## config.mk

```make
export PLATFORM = sky130hd
export DESIGN_NAME = vec_dot_mac_flat
export DESIGN_NICKNAME = d
export VERILOG_FILES = /design/src/rtl/vec_dot_mac_if.sv /design/src/rtl/vec_dot_mac.sv /design/src/flat_wrapper.sv
export SDC_FILE = /design/constraint.sdc
export NUM_CORES = 1
export LEC_CHECK = 0
export CAP_MARGIN = 10
export CORE_UTILIZATION = 55
export CTS_BUF_LIST = sky130_fd_sc_hd__clkbuf_2
export DETAILED_ROUTE_END_ITERATION = 10
export PLACE_DENSITY = 0.76
export SLEW_MARGIN = 10
export SYNTH_ARGS = -nofsm -noshare
export SYNTH_HDL_FRONTEND = slang
export SYNTH_SLANG_ARGS = --single-unit
```

## constraint.sdc

```tcl
create_clock -name clk -period 13.13 [get_ports clk]
set_input_delay 3.2825 -clock clk [delete_from_list [all_inputs] [get_ports clk]]
set_output_delay 3.2825 -clock clk [all_outputs]
set_load 0.005 [all_outputs]
```

## src/rtl/vec_dot_mac_if.sv

```systemverilog
`default_nettype none
// ============================================================================
// Module      : vec_dot_mac_if
// Description : Request/result bundle for vec_dot_mac.
//               master : start, signed_mode, accum, A, B out; busy, done,
//                        out, ovf in.
//               slave  : the mirror image, used by the datapath.
// Revision    : 1.0 - initial release
// ============================================================================
interface vec_dot_mac_if #(
    parameter int N = 3,
    parameter int W = 8
);
    localparam int OW = 2*W + $clog2(N) + 1;

    logic              start;
    logic              signed_mode;
    logic              accum;
    logic [N*W-1:0]    A;
    logic [N*W-1:0]    B;
    logic              busy;
    logic              done;
    logic [OW-1:0]     out;
    logic              ovf;

    modport master (
        output start, signed_mode, accum, A, B,
        input  busy, done, out, ovf
    );

    modport slave (
        input  start, signed_mode, accum, A, B,
        output busy, done, out, ovf
    );
endinterface
`default_nettype wire

```

## src/rtl/vec_dot_mac.sv

```systemverilog
`default_nettype none
// ============================================================================
// Module      : vec_dot_mac
// Description : Sequential N-element dot product with optional accumulation
//               onto the previous result and overflow detection.
//               One element pair is multiplied and accumulated per cycle.
// Ports       : clk  - system clock (rising edge)
//               rst  - asynchronous active-low reset
//               bus  - vec_dot_mac_if.slave (start/signed_mode/accum/A/B in,
//                      busy/done/out/ovf out)
// Revision    : 1.0 - initial release
// ============================================================================
module vec_dot_mac #(
    parameter int N = 3,
    parameter int W = 8
) (
    input  wire logic       clk,
    input  wire logic       rst,
    vec_dot_mac_if.slave    bus
);
    localparam int OW   = 2*W + $clog2(N) + 1;
    // Two guard bits above OW hold the exact (non-wrapped) running sum, so
    // overflow of the final OW-bit result can be judged at completion.
    localparam int c_XW = OW + 2;
    localparam int c_IW = $clog2(N);
    localparam logic [c_IW-1:0] c_LAST = c_IW'(N - 1);

    typedef enum logic [0:0] {
        S_IDLE = 1'b0,
        S_MAC  = 1'b1
    } state_t;

    state_t              r_state;
    logic [N*W-1:0]      r_a;
    logic [N*W-1:0]      r_b;
    logic                r_sm;
    logic [c_XW-1:0]     r_acc;
    logic [c_IW-1:0]     r_idx;
    logic                r_busy;
    logic                r_done;
    logic [OW-1:0]       r_out;
    logic                r_ovf;

    logic [W-1:0]        w_a_el;
    logic [W-1:0]        w_b_el;
    logic [c_XW-1:0]     w_ea;
    logic [c_XW-1:0]     w_eb;
    logic [c_XW-1:0]     w_prod;
    logic [c_XW-1:0]     w_sum;
    logic [c_XW-1:0]     w_prior;
    logic                w_fits;

    assign w_a_el = r_a[r_idx*W +: W];
    assign w_b_el = r_b[r_idx*W +: W];

    assign w_ea = r_sm ? {{(c_XW-W){w_a_el[W-1]}}, w_a_el} : {{(c_XW-W){1'b0}}, w_a_el};
    assign w_eb = r_sm ? {{(c_XW-W){w_b_el[W-1]}}, w_b_el} : {{(c_XW-W){1'b0}}, w_b_el};

    // Low c_XW bits of the product are exact for both signed and unsigned
    // operands in two's-complement arithmetic.
    assign w_prod = w_ea * w_eb;
    assign w_sum  = r_acc + w_prod;

    // Previous result interpreted in the mode of the new request.
    assign w_prior = bus.signed_mode ? {{2{r_out[OW-1]}}, r_out} : {2'b00, r_out};

    // Signed fit: top three bits all equal. Unsigned fit: guard bits zero.
    assign w_fits = r_sm ? ((&w_sum[c_XW-1:OW-1]) | ~(|w_sum[c_XW-1:OW-1]))
                         : ~(|w_sum[c_XW-1:OW]);

    always_ff @(posedge clk or negedge rst) begin
        if (!rst) begin
            r_state <= S_IDLE;
            r_a     <= '0;
            r_b     <= '0;
            r_sm    <= 1'b0;
            r_acc   <= '0;
            r_idx   <= '0;
            r_busy  <= 1'b0;
            r_done  <= 1'b0;
            r_out   <= '0;
            r_ovf   <= 1'b0;
        end else begin
            r_done <= 1'b0;
            case (r_state)
                S_IDLE: begin
                    if (bus.start) begin
                        r_a     <= bus.A;
                        r_b     <= bus.B;
                        r_sm    <= bus.signed_mode;
                        r_acc   <= bus.accum ? w_prior : '0;
                        r_idx   <= '0;
                        r_ovf   <= 1'b0;
                        r_busy  <= 1'b1;
                        r_state <= S_MAC;
                    end
                end
                S_MAC: begin
                    r_acc <= w_sum;
                    r_idx <= r_idx + c_IW'(1);
                    if (r_idx == c_LAST) begin
                        r_out   <= w_sum[OW-1:0];
                        r_ovf   <= ~w_fits;
                        r_done  <= 1'b1;
                        r_busy  <= 1'b0;
                        r_idx   <= '0;
                        r_state <= S_IDLE;
                    end
                end
                default: r_state <= S_IDLE;
            endcase
        end
    end

    assign bus.busy = r_busy;
    assign bus.done = r_done;
    assign bus.out  = r_out;
    assign bus.ovf  = r_ovf;

endmodule
`default_nettype wire

```

## src/flat_wrapper.sv

```systemverilog
// flat-port wrapper written by rule: the top's interface ports become plain ports
module vec_dot_mac_flat 
#(
    parameter int N = 3,
    parameter int W = 8
)
  (clk, rst, bus_start, bus_signed_mode, bus_accum, bus_A, bus_B, bus_busy, bus_done, bus_out, bus_ovf);
  vec_dot_mac_if #(.N(N), .W(W)) bus_i ();
  input  wire logic clk;
  input  wire logic rst;
  input wire logic [$bits(bus_i.start)-1:0] bus_start;
  input wire logic [$bits(bus_i.signed_mode)-1:0] bus_signed_mode;
  input wire logic [$bits(bus_i.accum)-1:0] bus_accum;
  input wire logic [$bits(bus_i.A)-1:0] bus_A;
  input wire logic [$bits(bus_i.B)-1:0] bus_B;
  output wire logic [$bits(bus_i.busy)-1:0] bus_busy;
  output wire logic [$bits(bus_i.done)-1:0] bus_done;
  output wire logic [$bits(bus_i.out)-1:0] bus_out;
  output wire logic [$bits(bus_i.ovf)-1:0] bus_ovf;
  assign bus_i.start = bus_start;
  assign bus_i.signed_mode = bus_signed_mode;
  assign bus_i.accum = bus_accum;
  assign bus_i.A = bus_A;
  assign bus_i.B = bus_B;
  assign bus_busy = bus_i.busy;
  assign bus_done = bus_i.done;
  assign bus_out = bus_i.out;
  assign bus_ovf = bus_i.ovf;
  vec_dot_mac #(.N(N), .W(W)) u_core (.clk(clk), .rst(rst), .bus(bus_i));
endmodule
```

==> qor.yml, run 1 <==
synth_common_cells: "inv_1, fa_1, dfrtp_1"
reg2reg_slack_ns: 4.24
worstPathRequired_ns: 13.70
fin_ws_ns: 4.238
synth_area_leaders: "fa_1, dfrtp_1, ha_1"
drt-initial-drc-count: 344
fmax_mhz: 112.5
hold_path_class: "reg2reg"
gr-total-overflow: 0
synthToLayoutAreaGrowth_pct: 11.06
synth_seq_cells: 95
endpoint: "u_core.bus.ovf"
synthFlopType: "dfrtp_1"
ctsLongestPathBuffers: 2
nFillCells: 1413
post-place-ws_ns: 4.311
status: "complete, no violations"
postRouteAntennaNets: 0
max_slew_margin_pct: 28.85
ctsHoldBuffers: 0
cts_tree: "done"
root_buffer: "clkbuf_2"
cts_setup_buffers: 0
post_cts_resized: 0
cts_buffers: 9
netlist_area_mm2: 0.009698
drive_gt1_share_pct: 8.986
pin_count: 75
crit_start: "u_core.r_idx[1]"
die_x_um: 134.8
yosysMostFrequentCell: "inv_1"
rr_worst_depth: 26
insertion_delay_ns: 0.62
synthDistinctLibCells: 55
final_core_utilization_pct: 62.49
vias: 6729
wire_per_inst_um: 16.39
worst_pin_slew_ns: 1.067
synth_area_leader_cell: "fa_1"
coreArea_mm2: 0.01724
end_kind: "flip-flop"
first_pass_iters: 5
drt_wl_total_um: 20660
hold_violations: 0
final-max-slew-violation-count: 0
synth_area_per_cell_um2: 10.03
synth_nets: 1234
rsz0062_at_grt: "false"
synthArstFlopShare_pct: 100.0
r2r_end: "u_core.bus.ovf"
grt_pass1_wl_um: 34770
drv_cap: 0
fin_cells: 1261
htree_levels: 3
grt_use_total_pct: 24.98
drc_errors: 0
r2r_start: "u_core.r_idx[1]"
max_stage_delay_ns: 0.93
setup_violations: 0
place_hpwl_um: 16920
clk_pin_slew_ns: 0.29
rows: 48
critPathLaunchType: "flip-flop"
setup_tns_ns: 0
syn_inst: 967
worstSetupPathType: "reg2reg"
cp_max_fo: 26
yosys_warnings: 0
worst_clock_skew_ns: 0.03680
dieHeight_um: 134.8
seq_area_frac_synth_pct: 24.51
initial_core_util_pct: 56.26
fin_crit_ns: 8.892
crit_path_top_delay_cell: "nor2b_2"
routabilityCongestion: 0.9173
cts_sinks: 95
synth_edf_count: 0
dp_cells: 1244
hold_path.startpoint: "u_core.bus.out[11]"
fp.dieArea_mm2: 0.01817
nNetsFinal: 1297
arrival_ns: 9.46
antenna_found_initial: 1
grt_pass1_vias: 6930
grt_max_degree: 71
period_share_pct: 67.72
vias_per_cell: 5.336
port_buffers: 74
synth_top_area_share_pct: 28.28
## stage by stage
stage | area, um2 | hold WS, ns
2_1_floorplan | 9698 | 0.4800
3_3_place_gp | 10660 | 0.4800
3_5_place_dp | 10660 | 0.4937
4_1_cts | 10770 | 0.5510
5_1_grt | 10770 | 0.5625
6_report | 10770 | 0.5460
## layout make-up
cell class	instances	area, um2	share of cell area, %
multi-input combinational	659	6524	60.57
sequential	95	2377	22.07
timing repair buffer	80	783.3	7.272
inverter	185	694.4	6.448
tap	225	281.5	2.614
clock inverter	7	62.56	0.5809
clock buffer	9	45.04	0.4182
antenna	1	2.502	0.02323
## worst min-delay path by stage
stage / endpoint / slack, ns / depth (start not counted)
floorplan: u_core.r_a[2] / 0.48 / 1
global placement: u_core.bus.busy / 0.48 / 2
detailed placement: u_core.bus.out[3] / 0.49 / 2
CTS: u_core.bus.out[11] / 0.55 / 2
global route: u_core.r_a[12] / 0.56 / 1
finish: u_core.bus.out[11] / 0.55 / 2
## metal layers
layer | routed length (um) | track usage, % | vias up
met2 | 9400 | 39.32 | 189
met4 | 257 | 5.306 | 0
li1 | - | - | 3191
met3 | 1093 | 3.529 | 28
met5 | 0 | 0 | -
met1 | 9912 | 37.00 | 3321
## kinds of logic (layout without fill, tap and decap cells)
| kind of cell | after synthesis | after routing | share of synthesized area, % |
|---|---|---|---|
| adders and majority gates | 214 | 214 | 38.21 |
| other | 0 | 1 | 0 |
| DFF | 95 | 95 | 24.51 |
| xor gates and xnor gates | 36 | 36 | 3.393 |
| AOI/OAI and AO/OA | 139 | 139 | 8.928 |
| and+or+nand+nor | 206 | 206 | 9.405 |
| buffers and inverters | 213 | 281 | 8.321 |
| muxes | 64 | 64 | 7.225 |
## layout by cell type, fill, tap and decap left out, drive strengths merged, types with 26 or more instances in the layout
master	netlist	routed
inv	184	187
fa	137	137
dfrtp	95	95
ha	77	77
nand2	75	75
nor2	74	74
clkdlybuf4s50	0	73
a21oi	49	49
mux2	48	48
o21ai	44	44
xnor2	26	26
## registers in the layout, summed over array words and instances, names as in the netlist
register,count
u_core.bus.out,19
u_core.r_state,1
u_core.bus.done,1
u_core.r_a,24
u_core.r_b,24
u_core.bus.busy,1
u_core.r_idx,2
u_core.r_sm,1
u_core.r_acc,21
u_core.bus.ovf,1
## critical path, delay by kind of cell, from the launching register on
kind,cells,cell delay [ns]
adders and majority gates,8,4.19
AOI/OAI and AO/OA,6,1.27
and+or+nand+nor,4,1.57
DFF,1,0.88
buffers and inverters,7,0.55
xor gates and xnor gates,1,0.38
Power of run 1 is not shown: default switching activity piles up to over one toggle a cycle in this logic, so the estimate is an artifact.
==> inputs of run 2 (changes only) <==
--- a/config.mk
+++ b/config.mk
@@ -9,7 +9,7 @@
 export CORE_UTILIZATION = 55
 export CTS_BUF_LIST = sky130_fd_sc_hd__clkbuf_2
 export DETAILED_ROUTE_END_ITERATION = 10
-export PLACE_DENSITY = 0.76
+export PLACE_DENSITY = 0.79
 export SLEW_MARGIN = 10
 export SYNTH_ARGS = -nofsm -noshare
 export SYNTH_HDL_FRONTEND = slang
==> constraint.sdc (replaced) <==
create_clock -name clk -period 7.6 [get_ports clk]
set_input_delay 1.9 -clock clk [delete_from_list [all_inputs] [get_ports clk]]
set_output_delay 1.9 -clock clk [all_outputs]
set_load 0.005 [all_outputs]
==> run 2 against run 1 <==
Net effect:
- clock-buffer cell count is the same
- register-to-register slack worse by 3.8 ns
- maximum frequency grew 24%
- critical endpoint unchanged
- highest routed layer unchanged
==> qor.yml, run 2 (synthesis gave the netlist of run 1 again) <==
pin_count: 75  # unchanged
hold_path_class: "reg2reg"
drv_cap: 0  # unchanged
cp_num_buf_inv: 6  # -1
die_x_um: 134.8  # unchanged
insertion_delay_ns: 0.62  # about the same
hold_violations: 0  # unchanged
final_cell_mix: "inv_1, fa_1, dfrtp_1"
cts_tree: "done"
worst_clock_skew_ns: 0.04549  # +0.008689 ns
grt_max_degree: 58  # -18%
gr-total-overflow: 0  # unchanged
grt_use_total_pct: 25.76  # +0.79 points
fin_crit_ns: 7.142  # -1.749 ns
postRouteAntennaNets: 0  # unchanged
grt_pass1_vias: 7169  # +3.4%
arrival_ns: 7.71  # -1.75 ns
dieHeight_um: 134.8  # unchanged
worst_pin_slew_ns: 0.7937  # -0.2736 ns
vias_per_cell: 5.304  # -0.60%
fmax_mhz: 140.0  # +24%
place_area_mm2: 0.01083  # +1.6%
path_common_cell: "fa_1"
clk_pin_slew_ns: 0.27  # -0.02 ns
design_area_mm2: 0.01100  # +2.1%
crit_path_top_delay_cell: "fa_1"
rsz0062_at_grt: "false"
end_kind: "flip-flop"
fin_cells: 1288  # +2.1%
crit_family: "adder cells"
reg2reg_slack_ns: 0.46  # -3.78 ns
final-max-slew-violation-count: 0  # unchanged
initial_core_util_pct: 56.26  # unchanged
synthToLayoutAreaGrowth_pct: 13.40
wire_per_inst_um: 16.50  # +0.72%
max_slew_margin_pct: 46.92  # +18 points
drive_gt1_share_pct: 11.39  # +2.4 points
nNetsFinal: 1324  # +2.1%
fp.dieArea_mm2: 0.01817  # unchanged
top_regs: "u_core.r_a (24), u_core.r_b (24), u_core.r_acc (21)"
root_buffer: "clkbuf_2"
grt_pass1_wl_um: 35820  # +3.0%
drt_wl_total_um: 21260  # +2.9%
period_share_pct: 93.98  # +26 points
coreArea_mm2: 0.01724  # unchanged
status: "complete, no violations"
htree_levels: 3  # unchanged
place_hpwl_um: 17530  # +3.6%
final_common_cell: "inv_1"
rows: 48  # unchanged
vias: 6832  # +1.5%
critPathLaunchType: "flip-flop"
setup_violations: 0  # unchanged
ctsLongestPathBuffers: 2  # unchanged
first_pass_iters: 7  # +2
drc_errors: 0  # unchanged
antenna_found_initial: 1  # unchanged
worstSetupPathType: "reg2reg"
worstPathRequired_ns: 8.17  # -5.53 ns
cts_sinks: 95  # unchanged
port_buffers: 74  # unchanged
setup_tns_ns: 0  # unchanged
routabilityCongestion: 0.9656  # +5.3%
cp_max_fo: 10  # -62%
cts_buffers: 9  # unchanged
dp_cells: 1267  # +1.8%
drt-initial-drc-count: 348  # +1.2%
max_stage_delay_ns: 0.53  # -0.40 ns
[run 2: worst paths after layout]
path,depth (start not counted),to,from
worst min-delay path,2,u_core.bus.busy,u_core.bus.busy
worst max-delay path,26,u_core.bus.ovf,u_core.r_idx[0]
worst max register to register,26,u_core.bus.ovf,u_core.r_idx[0]
min in group asynchronous,1,u_core.r_acc[0],rst
worst min register to register,2,u_core.bus.busy,u_core.bus.busy
max in group asynchronous,2,u_core.r_b[20],rst
[run 2: layout make-up]
type                    instances  area, um2
multi-input cells             659       6540
repair buffers                107      985.9
diodes                          1      2.502
fillers                      1403       6238
clock inverters                 7      70.07
clock buffers                   9      45.04
well taps                     225      281.5
inverters                     185      694.4
flip-flops and latches         95       2379
[run 2: worst register-to-register path, cell delays in order, from the launching register on]
cell and delay, ns:
dfrtp_2 0.48, buf_4 0.22, mux2i_1 0.20, nor2_1 0.05, a21oi_1 0.39, or2_2 0.27
inv_1 0.07, fa_1 0.42, inv_1 0.09, fa_1 0.45, fa_1 0.52, inv_1 0.06
fa_1 0.53, inv_1 0.05, fa_1 0.51, fa_1 0.44, fa_1 0.50, inv_1 0.04
ha_1 0.34, o21ai_0 0.20, nand2b_1 0.16, nand2_1 0.10, a21oi_1 0.05, a311oi_2 0.25
xnor3_1 0.28, and3_1 0.19, o31ai_2 0.21
[run 2: repair_timing]
item,in CTS,in global routing
setup endpoints to repair,0,4
hold buffers,0,0
gates resized for setup,0,4
buffers inserted,0,4
[run 2: metrics by stage]
stage,hold WS [ns],setup WS (ns),utilization (%)
4_1_cts,0.5403,0.09521,63.52
6_report,0.5336,0.4577,63.81
5_1_grt,0.5632,0.07323,63.81
3_3_place_gp,0.4782,0.2404,62.85
3_5_place_dp,0.4865,0.1087,62.85
2_1_floorplan,0.4800,0.01339,-
[run 2: layer usage]
layer  GRT usage [%]  vias up  part of all wire, %
met4           6.991        0                  1.8
met2           40.15      186                   46
met1           37.22     3361                   47
li1                -     3251                    -
met5               0        -                    0
met3           4.692       34                  5.4
Power of run 2 is left out for the same reason.
